--- src/rtl/rf_write_arbiter.sv ---
// Round-robin arbiter for the single register-file write port; emits registered GNT, one-hot LOAD and shared D.
// Latency: request sampled at edge k drives GNT/LOAD/D during k..k+1, register captures D at edge k+1.
// Backpressure: a requester holds REQ until it sees GNT; just-granted requesters are masked for one edge.
// Optional build macro RF_ARB_LOCK_EN adds the LOCKED burst-hold state and burst counter.
module rf_write_arbiter #(
   parameter int NUM_REQ    = 4,
   parameter int DATA_WIDTH = 32,
   parameter int ADDR_WIDTH = 5,
   parameter int MAX_BURST  = 4
) (
   input  logic                          clk_i,
   input  logic                          rst_i,
   input  logic [NUM_REQ-1:0]            req_i,
   input  logic [NUM_REQ*ADDR_WIDTH-1:0] addr_i,
   input  logic [NUM_REQ*DATA_WIDTH-1:0] data_i,
   input  logic [NUM_REQ-1:0]            lock_i,
   output logic [NUM_REQ-1:0]            gnt_o,
   output logic [(2**ADDR_WIDTH)-1:0]    load_o,
   output logic [DATA_WIDTH-1:0]         d_o,
   output logic                          busy_o
);

   localparam int NREG  = 2**ADDR_WIDTH;
   localparam int PTR_W = $clog2(NUM_REQ);

`ifdef RF_ARB_LOCK_EN
   typedef enum logic [1:0] {ST_IDLE = 2'd0, ST_GRANT = 2'd1, ST_LOCKED = 2'd2} state_t;
   localparam int BURST_W = $clog2(MAX_BURST + 1);
`else
   typedef enum logic [1:0] {ST_IDLE = 2'd0, ST_GRANT = 2'd1} state_t;
`endif

   state_t                  state_q;
   logic [NUM_REQ-1:0]      gnt_q;
   logic [NREG-1:0]         load_q;
   logic [DATA_WIDTH-1:0]   d_q;
   logic                    busy_q;
   logic [PTR_W-1:0]        ptr_q;

   logic [NUM_REQ-1:0]      elig;
   logic                    win_vld;
   logic [PTR_W-1:0]        win_idx;
   logic                    hold_vld;
   logic                    sel_vld;
   logic [PTR_W-1:0]        sel_idx;
   logic [ADDR_WIDTH-1:0]   sel_addr;
   logic [NUM_REQ-1:0]      gnt_d;
   logic [NREG-1:0]         load_d;
   logic [DATA_WIDTH-1:0]   d_d;
   logic                    busy_d;
   logic [PTR_W-1:0]        ptr_d;

   // Round-robin search: first eligible requester at or after the pointer, wrapping.
   always_comb begin
      elig    = req_i & ~gnt_q;
      win_vld = 1'b0;
      win_idx = '0;
      for (int k = 0; k < NUM_REQ; k++) begin
         if (!win_vld && elig[(int'(ptr_q) + k) % NUM_REQ]) begin
            win_vld = 1'b1;
            win_idx = PTR_W'((int'(ptr_q) + k) % NUM_REQ);
         end
      end
   end

`ifdef RF_ARB_LOCK_EN
   logic [BURST_W-1:0] burst_q;
   logic [PTR_W-1:0]   hold_idx;

   // Burst hold: the current holder keeps the port while REQ&LOCK and the burst budget remains.
   always_comb begin
      hold_idx = '0;
      for (int i = 0; i < NUM_REQ; i++) begin
         if (gnt_q[i]) hold_idx = PTR_W'(i);
      end
      hold_vld = (state_q != ST_IDLE) && (|(gnt_q & req_i & lock_i)) &&
                 (int'(burst_q) < MAX_BURST);
   end

   // Burst counter: counts consecutive grants to the same locking requester.
   always_ff @(posedge clk_i or posedge rst_i) begin
      if (rst_i)         burst_q <= '0;
      else if (hold_vld) burst_q <= burst_q + 1'b1;
      else if (win_vld)  burst_q <= BURST_W'(1);
      else               burst_q <= '0;
   end
`else
   logic lock_unused;
   localparam int UNUSED_MAX_BURST = MAX_BURST;
   assign lock_unused = ^lock_i;
   assign hold_vld    = 1'b0;
`endif

   // Next-state write controls from the selected requester; R0 never gets a load strobe.
   always_comb begin
      sel_vld = win_vld;
      sel_idx = win_idx;
`ifdef RF_ARB_LOCK_EN
      if (hold_vld) begin
         sel_vld = 1'b1;
         sel_idx = hold_idx;
      end
`endif
      sel_addr = addr_i[int'(sel_idx)*ADDR_WIDTH +: ADDR_WIDTH];
      gnt_d    = '0;
      load_d   = '0;
      d_d      = d_q;
      if (sel_vld) begin
         gnt_d[sel_idx] = 1'b1;
         d_d            = data_i[int'(sel_idx)*DATA_WIDTH +: DATA_WIDTH];
         if (sel_addr != '0) load_d[sel_addr] = 1'b1;
      end
      busy_d = ($countones(elig) > 1);
      if (hold_vld) busy_d = |(req_i & ~gnt_q);
      // During a hold the pointer already sits at holder+1 from the holder's first grant.
      ptr_d = ptr_q;
      if (win_vld && !hold_vld) ptr_d = PTR_W'((int'(win_idx) + 1) % NUM_REQ);
   end

   // Arbiter FSM with registered grant, load, data and busy outputs.
   always_ff @(posedge clk_i or posedge rst_i) begin
      if (rst_i) begin
         state_q <= ST_IDLE;
         gnt_q   <= '0;
         load_q  <= '0;
         d_q     <= '0;
         busy_q  <= 1'b0;
         ptr_q   <= '0;
      end else begin
         gnt_q  <= gnt_d;
         load_q <= load_d;
         d_q    <= d_d;
         busy_q <= busy_d;
         ptr_q  <= ptr_d;
         case (state_q)
            ST_IDLE: begin
               if (sel_vld) state_q <= ST_GRANT;
            end
            ST_GRANT: begin
`ifdef RF_ARB_LOCK_EN
               if (hold_vld)     state_q <= ST_LOCKED;
               else if (win_vld) state_q <= ST_GRANT;
               else              state_q <= ST_IDLE;
`else
               if (win_vld) state_q <= ST_GRANT;
               else         state_q <= ST_IDLE;
`endif
            end
`ifdef RF_ARB_LOCK_EN
            ST_LOCKED: begin
               if (hold_vld)     state_q <= ST_LOCKED;
               else if (win_vld) state_q <= ST_GRANT;
               else              state_q <= ST_IDLE;
            end
`endif
            default: state_q <= ST_IDLE;
         endcase
      end
   end

   assign gnt_o  = gnt_q;
   assign load_o = load_q;
   assign d_o    = d_q;
   assign busy_o = busy_q;

endmodule

--- config.mk ---
export PLATFORM = sky130hd
export DESIGN_NAME = rf_write_arbiter
export DESIGN_NICKNAME = d
export VERILOG_FILES = /design/src/rtl/rf_write_arbiter.sv
export SDC_FILE = /design/constraint.sdc
export NUM_CORES = 1
export LEC_CHECK = 0
export BUFFER_PORTS_ARGS = -buffer_cell sky130_fd_sc_hd__buf_2
export CORE_UTILIZATION = 48
export CTS_CLUSTER_DIAMETER = 100
export DETAILED_ROUTE_END_ITERATION = 6
export GPL_TIMING_DRIVEN = 0
export PLACE_DENSITY = 0.86
export SYNTH_ARGS = -nofsm -noshare
export SYNTH_HDL_FRONTEND = slang
export SYNTH_SLANG_ARGS = --single-unit
--- constraint.sdc ---
create_clock -name clk_i -period 3.3 [get_ports clk_i]
set_input_delay 0.165 -clock clk_i [delete_from_list [all_inputs] [get_ports clk_i]]
set_output_delay 0.165 -clock clk_i [all_outputs]
set_load 0.01 [all_outputs]
* Yosys cells after proc, flatten, opt, wreduce, memory -nomap -nowiden
Cells that the tools add are included.
Storage, ports and cells: bits in registers 71, latch bits 0, RAM bits 0, memory bits (read-only) 0, output and inout port bits 69, memories 0
Cells by class: add/sub/neg operators 7, $mul 1, divide/modulo/power cells 0, magnitude comparators 9, equal/unequal tests 0, shift-type cells 2, multiplexer cells 26, bitwise logic cells 5, reductions and logical operators 12
Operator list (number):
- variable part select 128 x 8 -> 32 bit | 1
- two-way mux 32 bit | 2
- variable part select 20 x 6 -> 5 bit | 1
- two-way mux 1 bit | 13
- < comparator 3 x 4 -> 1 bit (second input constant) | 3
- binary-select mux 1 bit (select 2 bit) | 4
- two-way mux 2 bit | 4
- < comparator 2 x 3 -> 1 bit (second input constant) | 2
- < comparator 5 x 6 -> 1 bit (second input constant) | 1
- OR reduction 2 bit | 3
- demux 1 bit (select 5 bit) | 1
- >= comparator 5 x 1 -> 1 bit (second input constant) | 1
- logical AND 1 bit | 5
- multiplier 2 x 3 -> 5 bit (second input constant) | 1
- nonzero test 5 bit | 1
- adder 1 x 1 -> 2 bit | 2
- adder 2 x 1 -> 2 bit (second input constant) | 2
- adder 2 bit (second input constant) | 2
- AND 4 bit | 1
- two-way mux 4 bit | 1
- inverter 4 bit | 1
- adder 2 x 2 -> 3 bit | 1
- AND 1 bit (first input constant) | 3
- > comparator 3 x 1 -> 1 bit (second input constant) | 1
- other kinds (3) | 5

* Longest topological paths before layout
Gate-level depths: netlist of the first run.
depth after elaboration 22, depth in mapped cells 10, mapped depth without buffers 7

* Worst setup path before layout of the first run
Ideal clock, no wire load.
path type flip-flop to flip-flop, from register gnt_q[1] (netlist: gnt_o[1]), to register ptr_q[1], arrival 2057 ps, path slack 1118 ps, cell stages (with the launch flop) 9, cells stage by stage dfrtp_1 -> and2b_1 -> nor3_2 -> o21a_1 -> buf_6 -> buf_2 -> buf_1 -> ha_1 -> mux2_2
On the way: longest elaborated chain between the ends 15, elaborated cells on any way between the ends 28, those cells by class 1 x add/sub; 19 x mux; 2 x bitwise; 6 x reduce/logical
Ends and longest elaborated chain:
- start, declared | RTL line 34 | logic [NUM_REQ-1:0] gnt_q;
- start signal, assigned | RTL line 130 | gnt_q <= gnt_d;
- inverter 4 bit *
- AND 4 bit *
- binary-select mux 1 bit (select 2 bit) | RTL line 59 | if (!win_vld && elig[(int'(ptr_q) + k) % NUM_REQ]) begin
- two-way mux 1 bit (implied by the code) | RTL line 59
- two-way mux 1 bit | RTL line 59
- logical NOT 1 bit | RTL line 59
- logical AND 1 bit | RTL line 59
- two-way mux 1 bit | RTL line 59
- logical NOT 1 bit | RTL line 59
- logical AND 1 bit | RTL line 59
- two-way mux 1 bit | RTL line 59
- logical NOT 1 bit | RTL line 59
- logical AND 1 bit | RTL line 59
- two-way mux 2 bit | RTL line 59
- adder 2 x 1 -> 2 bit | RTL line 117 | if (win_vld && !hold_vld) ptr_d = PTR_W'((int'(win_idx) + 1) % NUM_REQ);
- end signal, assigned | RTL line 134 | ptr_q <= ptr_d;
- end, declared | RTL line 38 | logic [PTR_W-1:0] ptr_q;
Every way passes the cells marked *; elsewhere a longest branch is shown, timed or not. The select of a mux whose other input is x is not followed. A chain may end at the register's enable or synchronous reset.

* Final worst setup path of the first run
from register ptr_q[1], to register ptr_q[1]
On the way: longest elaborated chain between the ends 13, elaborated cells on any way between the ends 29, those cells by class 4 x add/sub; 19 x mux; 6 x reduce/logical
Ends and longest elaborated chain (RTL line):
- adder 2 x 1 -> 2 bit or binary-select mux 1 bit (select 2 bit) (tied branches) | 59, 61
- binary-select mux 1 bit (select 2 bit) or two-way mux 1 bit (tied branches) | 59
- two-way mux 1 bit (implied by the code) | 59
- two-way mux 1 bit (implied by the code) or logical NOT 1 bit (tied branches) | 59
- logical AND 1 bit | 59
- two-way mux 1 bit | 59
- logical NOT 1 bit | 59
- logical AND 1 bit | 59
- two-way mux 1 bit | 59
- logical NOT 1 bit | 59
- logical AND 1 bit | 59
- two-way mux 2 bit | 59
- adder 2 x 1 -> 2 bit | 117
Parallel ways exist; a longest one is shown, timed or not. The select of a mux whose other input is x is not followed.

==> flow_summary_export.csv, run 1 <==
group,metric,value,unit
outcome,outcome,"finished clean",
clock_network,cts_made_buffers,9,
clock_network,cts_hold_buffers,0,
clock_network,ctsResizeCount,0,
clock_network,cts.sink_count,71,
job,cap_viol_max_count,0,
finish,nets,779,
route,wire_per_inst,17.1,um
setup_path,criticalPathCategory,"reg -> reg",
placement,dpl.hpwl,9520,um
sta,skew,10.9,ps
floorplan,die_y,93.5,um
clock_network,clk_pin_slew,80,ps
sta,setup_viol,0,
synth,yosysWarnings,0,
route,num_vias,4010,
synth,synthCells,383,
synth,avgSynthCellArea,10.5,um2
floorplan,die_w,93.5,um
power,power.leakage,2.84,nW
clock_network,cts_tree,"built",
setup_path,reg2reg_slack,750,ps
setup_path,cp-end-kind,"flip-flop",
setup_path,crit_fanout,11,
clock_network,cts_buffer_depth,2,
sta,rsz0062_at_grt,"no",
grt,grt_remaining_overflow,0,
finish,layout-drive-gt1-share,0.469,
power,powerDensity,925,mW/mm2
sta,tns,0,ps
floorplan,initial_utilization,0.492,
min_path,hold_class,"in -> async",
route,avgViaCountPerCell,5.52,
sta,fin_crit,2550,ps
route,drt-total-wl,12400,um
setup_path,crit_arrival,2770,ps
route,drtAntennaViolNets,0,
power,total_power,0.00503,W
sta,fmax,392,MHz
floorplan,core_area,0.00818,mm2
grt,grt_pass1_wl,18500,um
clock_network,insertion_delay,340,ps
clock_network,cts-root-buf,"clkbuf_8",
power,peakVddDrop,0.000596,V
sta,tightest_slew,871,ps
synth,syn_nets,546,
synth,ys_types,43,
clock_network,htreeDepth,3,
sta,fin_crit_sh,0.772,
setup_path,rr_endpoint,"ptr_q[1]",
setup_path,reg2reg_from,"ptr_q[1]",
finish,area_delta_synth_final,35.3,%
finish,antenna_cells,0,
synth,synth-main-ff-cell,"dfrtp_1",
setup_path,r2r_cells,8,
clock_network,postCtsSetupBuffers,0,
floorplan,fp.dieArea,0.00874,mm2
setup_path,crit_required,3520,ps
synth,synth_edf_count,0,
sta,slew_headroom,0.419,
floorplan,pin_count,227,
sta,slew_viol_final,0,
placement,portBuffers,222,
placement,gp_congestion,0.819,
grt,grt_pass1_vias,3796,
synth,synth-seq-area-share,0.442,
sta,hold_viol,0,
synth,ys_ff_latch,71,
grt,antenna_found_initial,0,
grt,grt_start_max_net_pins,72,
floorplan,rows,33,
synth,syn-cell-area,0.00402,mm2
synth,async_flop_share,1.00,
route,drtIter0Drc,163,
route,drc,0,
route,drtPass1Iterations,6,
setup_path,crit_path_start_kind,"flip-flop",
grt,track_usage,0.279,
==> worst max-delay path: stages (launching register included) <==
cell	delay, ps
dfrtp_1	440
and3b_1	220
nor3_2	140
o21a_1	150
buf_6	160
buf_2	250
buf_1	480
ha_1	340
mux2_2	250
==> flip-flops by register name, indices dropped and copies added (netlist names) <==
register,flops
ptr_q,2
busy_o,1
gnt_o,4
d_o,32
load_o,32
==> through the flow <==
step	hold WS, ps	cells	util	setup slack (ps)	area (um2)
3_3_place_gp	464	710	0.644	552	5260
2_1_floorplan	340	383	-	1120	4020
3_5_place_dp	408	710	0.644	789	5260
4_1_cts	33.2	726	0.665	776	5440
6_report	5.90	726	0.665	751	5440
5_1_grt	75.0	726	0.665	655	5440
==> layer usage <==
layer | global-route usage | vias to the layer above | routed length [um] | part of all wire
li1 | - | 1859 | - | -
met4 | 0.0769 | 0 | 229 | 0.018
met2 | 0.499 | 192 | 6260 | 0.51
met3 | 0.0846 | 24 | 1030 | 0.083
met5 | 0 | - | 0 | 0
met1 | 0.322 | 1935 | 4870 | 0.39
==> synthesized netlist by cell type, types with 2 or more instances <==
cell type  number  area [um2]
buf_2           8        40.0
dfrtp_1        71        1780
nand3b_1        3        22.5
a32o_2          2        22.5
o32ai_2         2        32.5
nand3_1         2        10.0
mux2_2          3        33.8
o21ai_0         3        15.0
nor3_1         21         105
buf_6           4        45.0
buf_1           2        7.51
nor2_1          7        26.3
a22oi_4         4        85.1
nand2b_1       13        81.3
nor3b_1         3        22.5
a32oi_1        32         280
o21a_1         33         248
nor3_2         15         150
inv_1           4        15.0
clkbuf_1        7        26.3
and2_1          5        31.3
ha_1            5        62.6
buf_4           6        45.0
mux2i_1        40         400
nand2_1        69         259
a31oi_1         2        12.5
==> cells in the final DEF (no fill, tap or decap), types with 3 or more instances in the layout <==
master,instances
buf_2,230
dfrtp_1,71
nand2_1,69
mux2i_1,40
o21a_1,33
a32oi_1,32
nor3_1,21
nor3_2,15
nand2b_1,13
clkbuf_8,9
nor2_1,7
clkbuf_1,7
buf_4,6
and2_1,5
ha_1,5
a22oi_4,4
buf_6,4
nand3b_1,3
inv_1,3
nor3b_1,3
o21ai_0,3
mux2_2,3
clkinvlp_4,3
==> cells by family after synthesis <==
logic type / count (synthesis) / share of synthesized area
muxes: 45 / 0.115
and+or+nand+nor: 143 / 0.186
DFF: 71 / 0.442
buffers and inverters: 34 / 0.0526
xor gates and xnor gates: 1 / 0.00218
other: 1 / 0.000933
adders and majority gates: 5 / 0.0156
AOI/OAI and AO/OA: 83 / 0.185
==> where the power goes <==
part / leakage (nW) / total (W) / switching, W / internal, W
Clock: 0.0812 / 0.000620 / 0.000348 / 0.000272
Combinational: 1.87 / 0.00304 / 0.00177 / 0.00127
Sequential: 0.894 / 0.00137 / 0.000162 / 0.00121
Total: 2.84 / 0.00503 / 0.00228 / 0.00275
==> worst max path at each step <==
stage             start       end  cells past startpoint
2_1_floorplan  gnt_o[1]  ptr_q[1]                      8
3_3_place_gp      rst_i   d_o[15]                      2
3_5_place_dp   ptr_q[1]  ptr_q[1]                      8
4_1_cts        ptr_q[1]  ptr_q[1]                      8
5_1_grt        ptr_q[1]  ptr_q[1]                      8
6_report       ptr_q[1]  ptr_q[1]                      8
==> cell type report <==
cell class | count | area [um2]
clock buffers | 9 | 124
inverters | 6 | 35.0
fillers | 672 | 2740
repair buffers | 222 | 1110
well taps | 105 | 131
clock inverters | 7 | 50.0
multi-input cells | 278 | 2030
flip-flops and latches | 71 | 1780
plain buffers | 28 | 179
(Power assumes the default switching activity.)
==> run 2, diff against run 1 <==
Settings changed: CORE_UTILIZATION 48 to 40, PLACE_DENSITY 0.86 to 0.77.
Clock period 3.3 ns to 2.3 ns, I/O delays scaled along.
==> run 2 against run 1 <==
Against the previous run: routed wire length fell by 1.0%; cell count increased by 4.1%; register-to-register slack worse by 650 ps; non-clock buffer count grew 1; clock-buffer cell count is 1 higher; via count is 1.9% lower; combinational power rose by 46%.
==> flow_summary_export.csv, run 2 (synthesis results as in run 1) <==
group,metric,value,unit
outcome,outcome,"finished clean",
sta,rsz0062_at_grt,"no",
clock_network,clk_pin_slew,80,ps
setup_path,crit_arrival,2430,ps
power,powerDensity,1360,mW/mm2
route,drtAntennaViolNets,0,
route,drc,0,
floorplan,die_y,102,um
route,top_layer,"met4",
sta,fmax,454,MHz
power,power.leakage,2.90,nW
clock_network,cts_made_buffers,9,
setup_path,cp-end-kind,"flip-flop",
grt,track_usage,0.234,
setup_path,r2r_cells,8,
sta,slew_headroom,0.419,
route,wl_met1,5010,um
sta,slew_viol_final,0,
finish,nets,780,
grt,grt_remaining_overflow,0,
sta,tightest_slew,872,ps
finish,instances_no_fill,756,
floorplan,pin_count,227,
grt,grt_pass1_vias,3816,
clock_network,cts-root-buf,"clkbuf_8",
route,drtIter0Drc,84,
placement,dpl.hpwl,9320,um
finish,area_delta_synth_final,38.7,%
route,wire_per_inst,16.2,um
clock_network,insertion_delay,350,ps
setup_path,reg2reg_from,"ptr_q[1]",
route,num_vias,3933,
placement,portBuffers,222,
clock_network,cts_buffer_depth,2,
route,dr_wl_met2,6240,um
floorplan,initial_utilization,0.411,
finish,layout-drive-gt1-share,0.473,
floorplan,rows,36,
grt,grt_pass1_wl,18300,um
route,drt-total-wl,12300,um
setup_path,crit_path_start_kind,"flip-flop",
placement,post-place-ws,-291,ps
finish,fillers,858,
grt,grt_start_max_net_pins,72,
sta,setup_viol,0,
finish,final_cell_mix,"228 x buf_2, 71 x dfrtp_1, 69 x nand2_1, 40 x mux2i_1, 33 x o21a_1",
setup_path,cp.depth,8,
setup_path,cp_common_cell,"buf_4",
floorplan,fp.dieArea,0.0105,mm2
setup_path,endpoint,"ptr_q[1]",
setup_path,crit_fanout,11,
min_path,whs_path_depth,2,
floorplan,die_w,102,um
setup_path,path_buf_inv,3,
sta,skew,10.6,ps
sta,hold_viol,0,
setup_path,rr_endpoint,"ptr_q[1]",
setup_path,reg2reg_slack,100,ps
sta,fin_crit_sh,0.957,
route,wl_met3,889,um
finish,finish.utilization,0.570,
setup_path,crit_required,2530,ps
clock_network,cts.sink_count,71,
placement,dp.cells,738,
route,drtPass1Iterations,4,
sta,setup_ws,98.7,ps
power,peakVddDrop,0.000626,V
clock_network,htreeDepth,3,
min_path,hold_class,"in -> reg",
finish,layout.cells.most_common,"buf_2",
grt,antenna_found_initial,0,
job,cap_viol_max_count,0,
finish,final_area,0.00558,mm2
setup_path,crit_start,"ptr_q[1]",
setup_path,crit_chain,"and3b_1 -> nor3_2 -> o21a_1 -> buf_6 -> buf_4 -> buf_4 -> ha_1 -> mux2_2",
placement,gp_congestion,0.803,
setup_path,criticalPathCategory,"reg -> reg",
sta,fin_crit,2200,ps
setup_path,critPathTopFamily,"buffers and inverters",
clock_network,cts_tree,"built",
setup_path,max_stage_delay,430,ps
setup_path,cp_slowest_cell,"dfrtp_1",
floorplan,core_area,0.00977,mm2
placement,placed_area,0.00530,mm2
route,avgViaCountPerCell,5.20,
-- run 2: cell count changes in the layout (fill, tap and decap cells not counted), sizes merged --
cell	change
bufinv	+3
clkbuf	+3
clkinvlp	-3
buf	-2
clkinv	-1
diode	+1
dlygate4sd3	+1
-- run 2: final cells by class --
class / count / area (um2) / area share
Multi-Input combinational cell: 278 / 2040 / 0.366
Sequential cell: 71 / 1780 / 0.319
Timing Repair Buffer: 223 / 1120 / 0.201
Buffer: 28 / 195 / 0.0350
Tap cell: 133 / 166 / 0.0298
Clock buffer: 10 / 128 / 0.0229
Clock inverter: 6 / 109 / 0.0195
Inverter: 6 / 35.0 / 0.00628
Antenna cell: 1 / 2.50 / 0.000449
-- run 2: worst min-delay path by stage --
stage                        start      end  slack, ps
final                     req_i[2]   busy_o         80
after global routing      req_i[2]   busy_o         60
after CTS                 req_i[2]   busy_o         60
after detailed placement     rst_i  d_o[10]        360
after global placement    req_i[2]   busy_o        420
after floorplan           req_i[2]   busy_o        290
-- run 2: through the flow --
| stage | hold slack, ps | TNS (ps) | total power, W |
|---|---|---|---|
| 3_5_place_dp | 364 | -401 | 0.00636 |
| 3_3_place_gp | 419 | -28530 | 0.00625 |
| 2_1_floorplan | 290 | 0 | 0.00500 |
| 4_1_cts | 56.6 | 0 | 0.00759 |
| 6_report | 75.6 | 0 | 0.00759 |
| 5_1_grt | 56.7 | 0 | 0.00812 |
-- run 2: timing repair --
item	CTS	global route
setup buffers	0	0
hold endpoints to repair	71	0
resized for setup	2	11
hold buffers	1	0
setup endpoints to repair	12	28
-- run 2: where the power goes --
| group | total, W | switching [W] | internal [W] |
|---|---|---|---|
| clock network | 0.00121 | 0.000488 | 0.000719 |
| logic | 0.00443 | 0.00255 | 0.00188 |
| registers | 0.00195 | 0.000218 | 0.00173 |
| total | 0.00759 | 0.00326 | 0.00433 |
-- run 2: routing by layer --
metal / GRT usage / up-vias
li1: - / 1858
met1: 0.278 / 1896
met2: 0.406 / 168
met3: 0.0657 / 11
met4: 0.0813 / 0
met5: 0 / -
